### src/rtl/systolic_pkg.sv
// Shared types and defaults for the systolic array sequencer.
// done_latency() gives the start-to-done cycle count for a job of length K.
package systolic_pkg;

   typedef enum logic [2:0] {
      IDLE   = 3'd0,
      CLEAR  = 3'd1,
      FEED   = 3'd2,
      DRAIN  = 3'd3,
      RESULT = 3'd4
   } state_e;

   localparam int SYS_N  = 4;
   localparam int SYS_KW = 8;
   localparam int SYS_TW = SYS_KW + 1;

   function automatic int unsigned done_latency(input int unsigned k,
                                                input int unsigned n,
                                                input int unsigned pipe_lat);
      if (k == 0) return 2;
      return k + 2 * n - 1 + pipe_lat;
   endfunction

endpackage

### src/rtl/skew_valid_gen.sv
// Per-lane operand-valid mask for a skewed systolic feed.
// Lane r carries element (t - r) while 0 <= t - r < K; the math is done one bit wider than t.
module skew_valid_gen #(
   parameter int N  = 4,
   parameter int KW = 8,
   parameter int TW = KW + 1
) (
   input  logic [TW-1:0] t,
   input  logic [KW-1:0] k_len,
   input  logic          feed,
   output logic [N-1:0]  valid
);

   logic [TW:0] t_ext;
   logic [TW:0] k_ext;
   logic [TW:0] lane;
   logic [TW:0] diff;

   always_comb begin
      t_ext = {1'b0, t};
      k_ext = (TW+1)'(k_len);
      valid = '0;
      lane  = '0;
      diff  = '0;
      for (int r = 0; r < N; r++) begin
         lane     = (TW+1)'(r);
         diff     = t_ext - lane;
         valid[r] = feed && (t_ext >= lane) && (diff < k_ext);
      end
   end

endmodule

### src/rtl/systolic_ctrl.sv
// Sequencer for an N x N output-stationary systolic MAC array: clear, skewed feed, drain, hold.
// Define SYSTOLIC_CTRL_PERF_EN to add the busy-cycle and job counters (o_perf_cyc, o_perf_jobs).
module systolic_ctrl
   import systolic_pkg::*;
#(
   parameter int N        = SYS_N,
   parameter int KW       = SYS_KW,
   parameter int TW       = KW + 1,
   parameter int PIPE_LAT = 1
) (
   input  logic          i_clk,
   input  logic          i_rst_n,
   input  logic          i_start,
   input  logic [KW-1:0] i_k_len,
   input  logic          i_mode,
   output logic          o_busy,
   output logic          o_done,
   output logic          o_arr_en,
   output logic          o_arr_mode,
   output logic [TW-1:0] o_t,
   output logic [N-1:0]  o_a_valid,
   output logic [N-1:0]  o_b_valid
`ifdef SYSTOLIC_CTRL_PERF_EN
   ,
   output logic [31:0]   o_perf_cyc,
   output logic [15:0]   o_perf_jobs
`endif
);

   // The last FEED cycle already moves the final operands one hop, so DRAIN is
   // one shorter than the N-1+PIPE_LAT cycles they need to reach PE(N-1,N-1).
   localparam int            DRAIN_LEN  = N - 2 + PIPE_LAT;
   localparam logic [TW-1:0] DRAIN_LAST = TW'(DRAIN_LEN - 1);

   state_e        state_q, state_d;
   logic [TW-1:0] cnt_q, cnt_d;
   logic [KW-1:0] k_q, k_d;
   logic          mode_q, mode_d;
   logic          done_q, done_d;
   logic          start_acc;
   logic          in_feed;
   logic [TW:0]   feed_last;

   assign feed_last = (TW+1)'(k_q) + (TW+1)'(N - 2);

   always_ff @(posedge i_clk or negedge i_rst_n) begin
      if (!i_rst_n) begin
         state_q <= IDLE;
         cnt_q   <= '0;
         k_q     <= '0;
         mode_q  <= 1'b0;
         done_q  <= 1'b0;
      end else begin
         state_q <= state_d;
         cnt_q   <= cnt_d;
         k_q     <= k_d;
         mode_q  <= mode_d;
         done_q  <= done_d;
      end
   end

   always_comb begin
      state_d    = state_q;
      cnt_d      = cnt_q;
      k_d        = k_q;
      mode_d     = mode_q;
      done_d     = 1'b0;
      start_acc  = 1'b0;
      in_feed    = 1'b0;
      o_busy     = 1'b0;
      o_arr_en   = 1'b0;
      o_t        = '0;

      case (state_q)
         IDLE, RESULT: begin
            o_arr_en  = (state_q == RESULT);
            start_acc = i_rst_n && i_start;
            o_busy    = start_acc;
            if (start_acc) begin
               state_d = CLEAR;
               k_d     = i_k_len;
               mode_d  = i_mode;
               cnt_d   = '0;
            end
         end
         CLEAR: begin
            o_busy = 1'b1;
            cnt_d  = '0;
            if (k_q == '0) begin
               state_d = RESULT;
               done_d  = 1'b1;
            end else begin
               state_d = FEED;
            end
         end
         FEED: begin
            o_busy   = 1'b1;
            o_arr_en = 1'b1;
            in_feed  = 1'b1;
            o_t      = cnt_q;
            if ({1'b0, cnt_q} == feed_last) begin
               cnt_d = '0;
               if (DRAIN_LEN <= 0) begin
                  state_d = RESULT;
                  done_d  = 1'b1;
               end else begin
                  state_d = DRAIN;
               end
            end else begin
               cnt_d = cnt_q + TW'(1);
            end
         end
         DRAIN: begin
            o_busy   = 1'b1;
            o_arr_en = 1'b1;
            if (cnt_q == DRAIN_LAST) begin
               cnt_d   = '0;
               state_d = RESULT;
               done_d  = 1'b1;
            end else begin
               cnt_d = cnt_q + TW'(1);
            end
         end
         default: begin
            state_d = IDLE;
            cnt_d   = '0;
         end
      endcase
   end

   assign o_done     = done_q;
   assign o_arr_mode = mode_q;

   skew_valid_gen #(.N(N), .KW(KW), .TW(TW)) u_a_valid (
      .t     (cnt_q),
      .k_len (k_q),
      .feed  (in_feed),
      .valid (o_a_valid)
   );

   skew_valid_gen #(.N(N), .KW(KW), .TW(TW)) u_b_valid (
      .t     (cnt_q),
      .k_len (k_q),
      .feed  (in_feed),
      .valid (o_b_valid)
   );

`ifdef SYSTOLIC_CTRL_PERF_EN
   always_ff @(posedge i_clk or negedge i_rst_n) begin
      if (!i_rst_n) begin
         o_perf_cyc  <= '0;
         o_perf_jobs <= '0;
      end else begin
         if (o_busy && (o_perf_cyc != 32'hFFFF_FFFF)) o_perf_cyc <= o_perf_cyc + 32'd1;
         if (o_done) o_perf_jobs <= o_perf_jobs + 16'd1;
      end
   end
`else
   // No performance counters in this build.
`endif

endmodule

### config.mk
export PLATFORM = sky130hd
export DESIGN_NAME = systolic_ctrl
export DESIGN_NICKNAME = d
export VERILOG_FILES = /design/src/rtl/systolic_pkg.sv /design/src/rtl/skew_valid_gen.sv /design/src/rtl/systolic_ctrl.sv
export SDC_FILE = /design/constraint.sdc
export NUM_CORES = 1
export LEC_CHECK = 0
export CORE_MARGIN = 1
export CORE_UTILIZATION = 50
export DETAILED_ROUTE_END_ITERATION = 10
export GPL_ROUTABILITY_DRIVEN = 0
export HOLD_SLACK_MARGIN = 0.1
export PLACE_DENSITY = 0.87
export SYNTH_ARGS = -nofsm -noshare
export SYNTH_HDL_FRONTEND = slang
export SYNTH_SLANG_ARGS = --single-unit
export TNS_END_PERCENT = 20
### constraint.sdc
create_clock -name i_clk -period 2.7 [get_ports i_clk]
set_input_delay 0.54 -clock i_clk [delete_from_list [all_inputs] [get_ports i_clk]]
set_output_delay 0.54 -clock i_clk [all_outputs]
set_load 0.01 [all_outputs]
# == Yosys cells after proc, flatten, opt, wreduce, memory -nomap -nowiden ==
# Cells that the tools add are included.
# totals
regBits,22
inputBits,12
output_inout_bits,21
wordCells,57
# op_classes
add_sub_neg,5
order_cmp,7
n_eq_ne,9
mux,16
n_reduce_logical,15
# op_table
op,n
$mux 9,4
$lt 10x8->1,3
$pmux 9 s3,1
$sub 9x2->10 const B,2
$ge 9x2->1 const B,2
$mux 3,4
$pmux 3 s4,1
$sub 9x1->10 const B,1
$add 8x2->9 const B,1
$add 9x1->9 const B,1
$eq 9x2->1 const B,1
$eq 9x9->1,1
$ge 9x1->1 const B,1
$lt 9x8->1,1
$logic_and 1x1->1,8
$logic_not 8->1,1
$eq 3x2->1 const B,2
$ne 2x2->1 const B,3
$pmux 1 s2,3
$reduce_or 2->1,2
$eq 3x1->1 const B,1
$eq 3x3->1 const B,1
$logic_not 3->1,1
$mux 1,3
other kinds (3),3

# == Longest topological paths before layout ==
# logic_depth
word_depth,4
ltp_mapped,12
mapped_depth_nobuf,10

# == Modules after synthesis ==
# A second synthesis with hierarchy kept.
# unflattened
cells_unflattened,447
area_unflattened_um2,3689.8
# modules_own_cells
mod,instances,cells_each,area_each_um2,seq_area_each_um2
systolic_ctrl,1,168,1524.0,550.5
skew_valid_gen at u_b_valid,1,142,1109.8,0.0
skew_valid_gen at u_a_valid,1,137,1056.0,0.0

# == Least setup slack after synthesis ==
# No wires, ideal clock.
# synth_timing
kind,reg-to-output
from,register cnt_q[1]
to,output port o_b_valid[0]
t_arrival_ns,2.599
required_time_ns,2.160
path_slack_ns,-0.439
stages_incl_launch_ff,10
path_buffers,1
cell_sequence,dfrtp_1 -> inv_1 -> ha_1 -> o21bai_1 -> a21o_1 -> a21oi_1 -> o21ai_0 -> a21o_1 -> a2111oi_0 -> buf_4
# synth_between
elab_chain_len,2
# synth_rtl
item,line_no,source
from (decl),systolic_ctrl.sv:36,"logic [TW-1:0] cnt_q, cnt_d;"
from (signal assigned),systolic_ctrl.sv:55,cnt_q <= cnt_d;
$lt 9x8->1,-,
$logic_and 1x1->1,-,
to (decl),systolic_ctrl.sv:22,output logic [N-1:0] o_b_valid
# Every way passes these cells.

# == Worst setup path in the final report ==
# layout_timing
from,register cnt_q[3]
to,output port o_b_valid[3]
# layout_between
elab_chain_len,3
word_cells_on_any_way,5
cone_classes,add/sub (1); order compare (2); reduce/logical (2)
# layout_rtl
item,line_no,source
$sub 9x2->10 / $ge 9x2->1 (equally long branches),"skew_valid_gen.sv:27, skew_valid_gen.sv:28",
$lt 10x8->1 / $logic_and 1x1->1 (equally long branches),skew_valid_gen.sv:28,valid[r] = feed && (t_ext >= lane) && (diff < k_ext);
$logic_and 1x1->1 *,skew_valid_gen.sv:28,
# Every way passes the cells marked *; elsewhere a longest branch is shown, timed or not.

==> flow_metrics.tcl <==
set metrics [dict create \
    status "complete, but fails checks" \
    violations "setup timing" \
    hpwl_um 5520 \
    clock-skew-final_ns 0.00509 \
    final_common_cell "buf_4" \
    p_comb_frac 0.736 \
    crit_top_cell "buf_6" \
    crit_fanout 2 \
    die-area_mm2 0.00532 \
    slowest_stage "dfrtp_1" \
    initial_core_util 0.525 \
    synth_ff_type "dfrtp_1" \
    relSlewSlack 0.549 \
    crit_buf_inv 2 \
    syn_area_per_cell_um2 8.19 \
    power.density_mw_per_mm2 831 \
    drc_errors 0 \
    synth_top_area_cell "dfrtp_1" \
    drt-initial-drc-count 407 \
    setup_slack_ns -0.435 \
    synthTopCellsByArea "dfrtp_1 22%, ha_1 19%, nand2_1 6.7%" \
    cts_tree "done" \
    cpLargestDelayFamily "simple AND/OR/NAND/NOR gates" \
    critical_path.cell_chain "nor3_4 > or2b_4 > buf_6 > nor2_4 > xor2_2 > ha_1 > a21o_1 > a211oi_2 > and3_4 > buf_6" \
    clk_pin_slew_ns 0.10 \
    hold_viol_final 0 \
    cts_made_buffers 3 \
    start_kind "register" \
    cts-root-buf "clkbuf_8" \
    core_area_mm2 0.00479 \
    insertion_delay_ns 0.28 \
    layoutNonFillerInstCount 454 \
    hold_path_class "reg2reg" \
    area.growth.synth_to_final_pct 37.3 \
    yosys.cell_types.count 54 \
    grt_usage 0.329 \
    num-nets-final 438 \
    cp.arrival_ns 2.60 \
    fin_crit_ns 3.14 \
    slew_viol_final 0 \
    grt_first_pass_wirelength_um 13200 \
    static-leakage-power_uw 0.00172 \
    swShare 0.445 \
    cp-end-kind "output pin" \
    p_seq_frac 0.149 \
    post-route-period-util 1.16 \
    synthesis.area_mm2 0.00251 \
    dieWidth_um 72.9 \
    final_cell_mix "62 x buf_4, 43 x nand2_1, 35 x ha_1" \
    portBuffers 32 \
    cts.sinks 22 \
    std_cell_rows 25 \
    ant_nets 0 \
    grt-ovfl-total 0 \
    wl_um 8780 \
    avgRoutedWirePerCell_um 19.3 \
    clkPwrFrac 0.115 \
    worstPathRequired_ns 2.16 \
    synth_top_area_frac 0.219 \
    rsz0062_at_grt "yes" \
    first_pass_iters 5 \
    first_global_vias 2658 \
    max_freq_ghz 0.319 \
    whs_ns 0.519 \
    crit_type "reg2out" \
    insertedDiodeCount 0 \
    cpPeakStageDelay_ns 0.42 \
    syn_inst 307 \
    grt_antenna_before_repair 0 \
    setup_viol 8 \
    vias_per_cell 6.17 \
    vias 2802 \
    place_inst 442 \
    syn_nets 357 \
    die_h_um 72.9 \
    drive_gt1_frac 0.305 \
    async_flop_share 1.00 \
    worst-slew-pin-transition_ns 0.674 \
    cts_max_path_buffers 2 \
    synth_seq_area_share 0.219 \
    postSynthRegisterBits 22 \
    grt_max_degree 24 \
    cts.htree.levels 1 \
    yosys_warnings 0 \
    intPower_uw 1590 \
    p_sw_uw 1280 \
    vdd_drop_max_mv 0.478 \
    synth_edf_count 0 \
    maxCapViolations 0 \
    io_pins 33 \
]
timing repair:
item	4_1_cts	5_1_grt
hold buffers	0	0
buffers inserted	7	2
pin swaps	15	8
setup endpoints to repair	8	13
gates resized for setup	46	16
worst paths after layout:
kind	slack, ns	depth (start not counted)	start	endpoint
setup / recovery	-0.44	10	cnt_q[3]$_DFFE_PN0P_	o_b_valid[3]
hold / removal	0.52	1	o_arr_mode$_DFFE_PN0P_	o_arr_mode$_DFFE_PN0P_
setup reg to reg	0.10	8	k_q[1]$_DFFE_PN0P_	cnt_q[8]$_DFFE_PN0P_
hold reg to reg	0.52	1	o_arr_mode$_DFFE_PN0P_	o_arr_mode$_DFFE_PN0P_
max in group asynchronous	1.79	2	i_rst_n	cnt_q[2]$_DFFE_PN0P_
min in group asynchronous	0.65	2	i_rst_n	cnt_q[0]$_DFFE_PN0P_
metal layers:
layer | track usage | share of wire
met5 | 0 | 0
met4 | 0.203 | 0.058
met3 | 0.0704 | 0.078
met2 | 0.540 | 0.47
met1 | 0.392 | 0.39
power groups by stage:
stage                     Clock [uW]  Combinational (uW)  Sequential [uW]
after CTS                        316                1890              424
after detailed placement           0                1780              431
final                            330                2110              426
after global routing             336                2260              431
after global placement             0                1700              428
after floorplan                    0                1070              449
synthesized netlist by cell type (2+ instances only):
master and n:
xnor2_1 12, a21o_1 6, a31oi_1 2, buf_2 3, nor2_1 22, xor2_1 11
o22ai_1 5, nand3_1 7, ha_1 38, and2_1 5, nor3_1 8, inv_1 14
nand2b_1 4, a2111oi_0 2, o21a_1 6, o21bai_1 3, and3_1 3, clkbuf_1 4
nand2_1 45, nand4_1 2, o211ai_1 3, nor3b_1 2, a21oi_1 16, mux2_2 2
o21ai_0 19, buf_4 5, dfrtp_1 22, clkbuf_8 4, nor2b_1 6, nor4_1 2
stage by stage:
stage               total power (uW)  utilization  area, um2  setup WS, ns  TNS [ns]
floorplan                       1520            -       2590       -0.0911    -0.229
global route                    3020        0.721       3450        -0.525     -3.88
CTS                             2630        0.705       3370        -0.400     -2.61
global placement                2130        0.677       3240        -0.403     -3.05
finish                          2870        0.721       3450        -0.435     -3.11
detailed placement              2210        0.677       3240        -0.540     -3.82
worst reg2reg max path: stages, from the launching register on:
cell and delay (ns):
dfrtp_1 0.39, buf_4 0.16, ha_1 0.31, and3b_2 0.26, o221ai_1 0.18, o21ai_0 0.24
a41oi_4 0.49, nor2_4 0.12, o21ai_0 0.34
registers in the layout, indices dropped and copies added (netlist names):
name and flops:
o_done 1, k_q 8, cnt_q 9, state_q 3, o_arr_mode 1
cells by family (layout without fill, tap and decap cells):
group           Yosys count  after routing  synth area share
compound gates           71             71             0.190
mux                       2              2           0.00895
buf+inv                  33            113            0.0796
flops                    22             22             0.219
xor+xnor                 23             23            0.0801
simple gates            118            118             0.233
fa+ha+maj                38             38             0.189
layout make-up:
type	instances	area, um2
Fill cell	316	1330
Inverter	14	55.1
Tap cell	67	83.8
Clock buffer	3	41.3
Multi-Input combinational cell	252	1920
Sequential cell	22	553
Timing Repair Buffer	95	769
Clock inverter	1	30.0
Power figures use the tool's default switching activity.
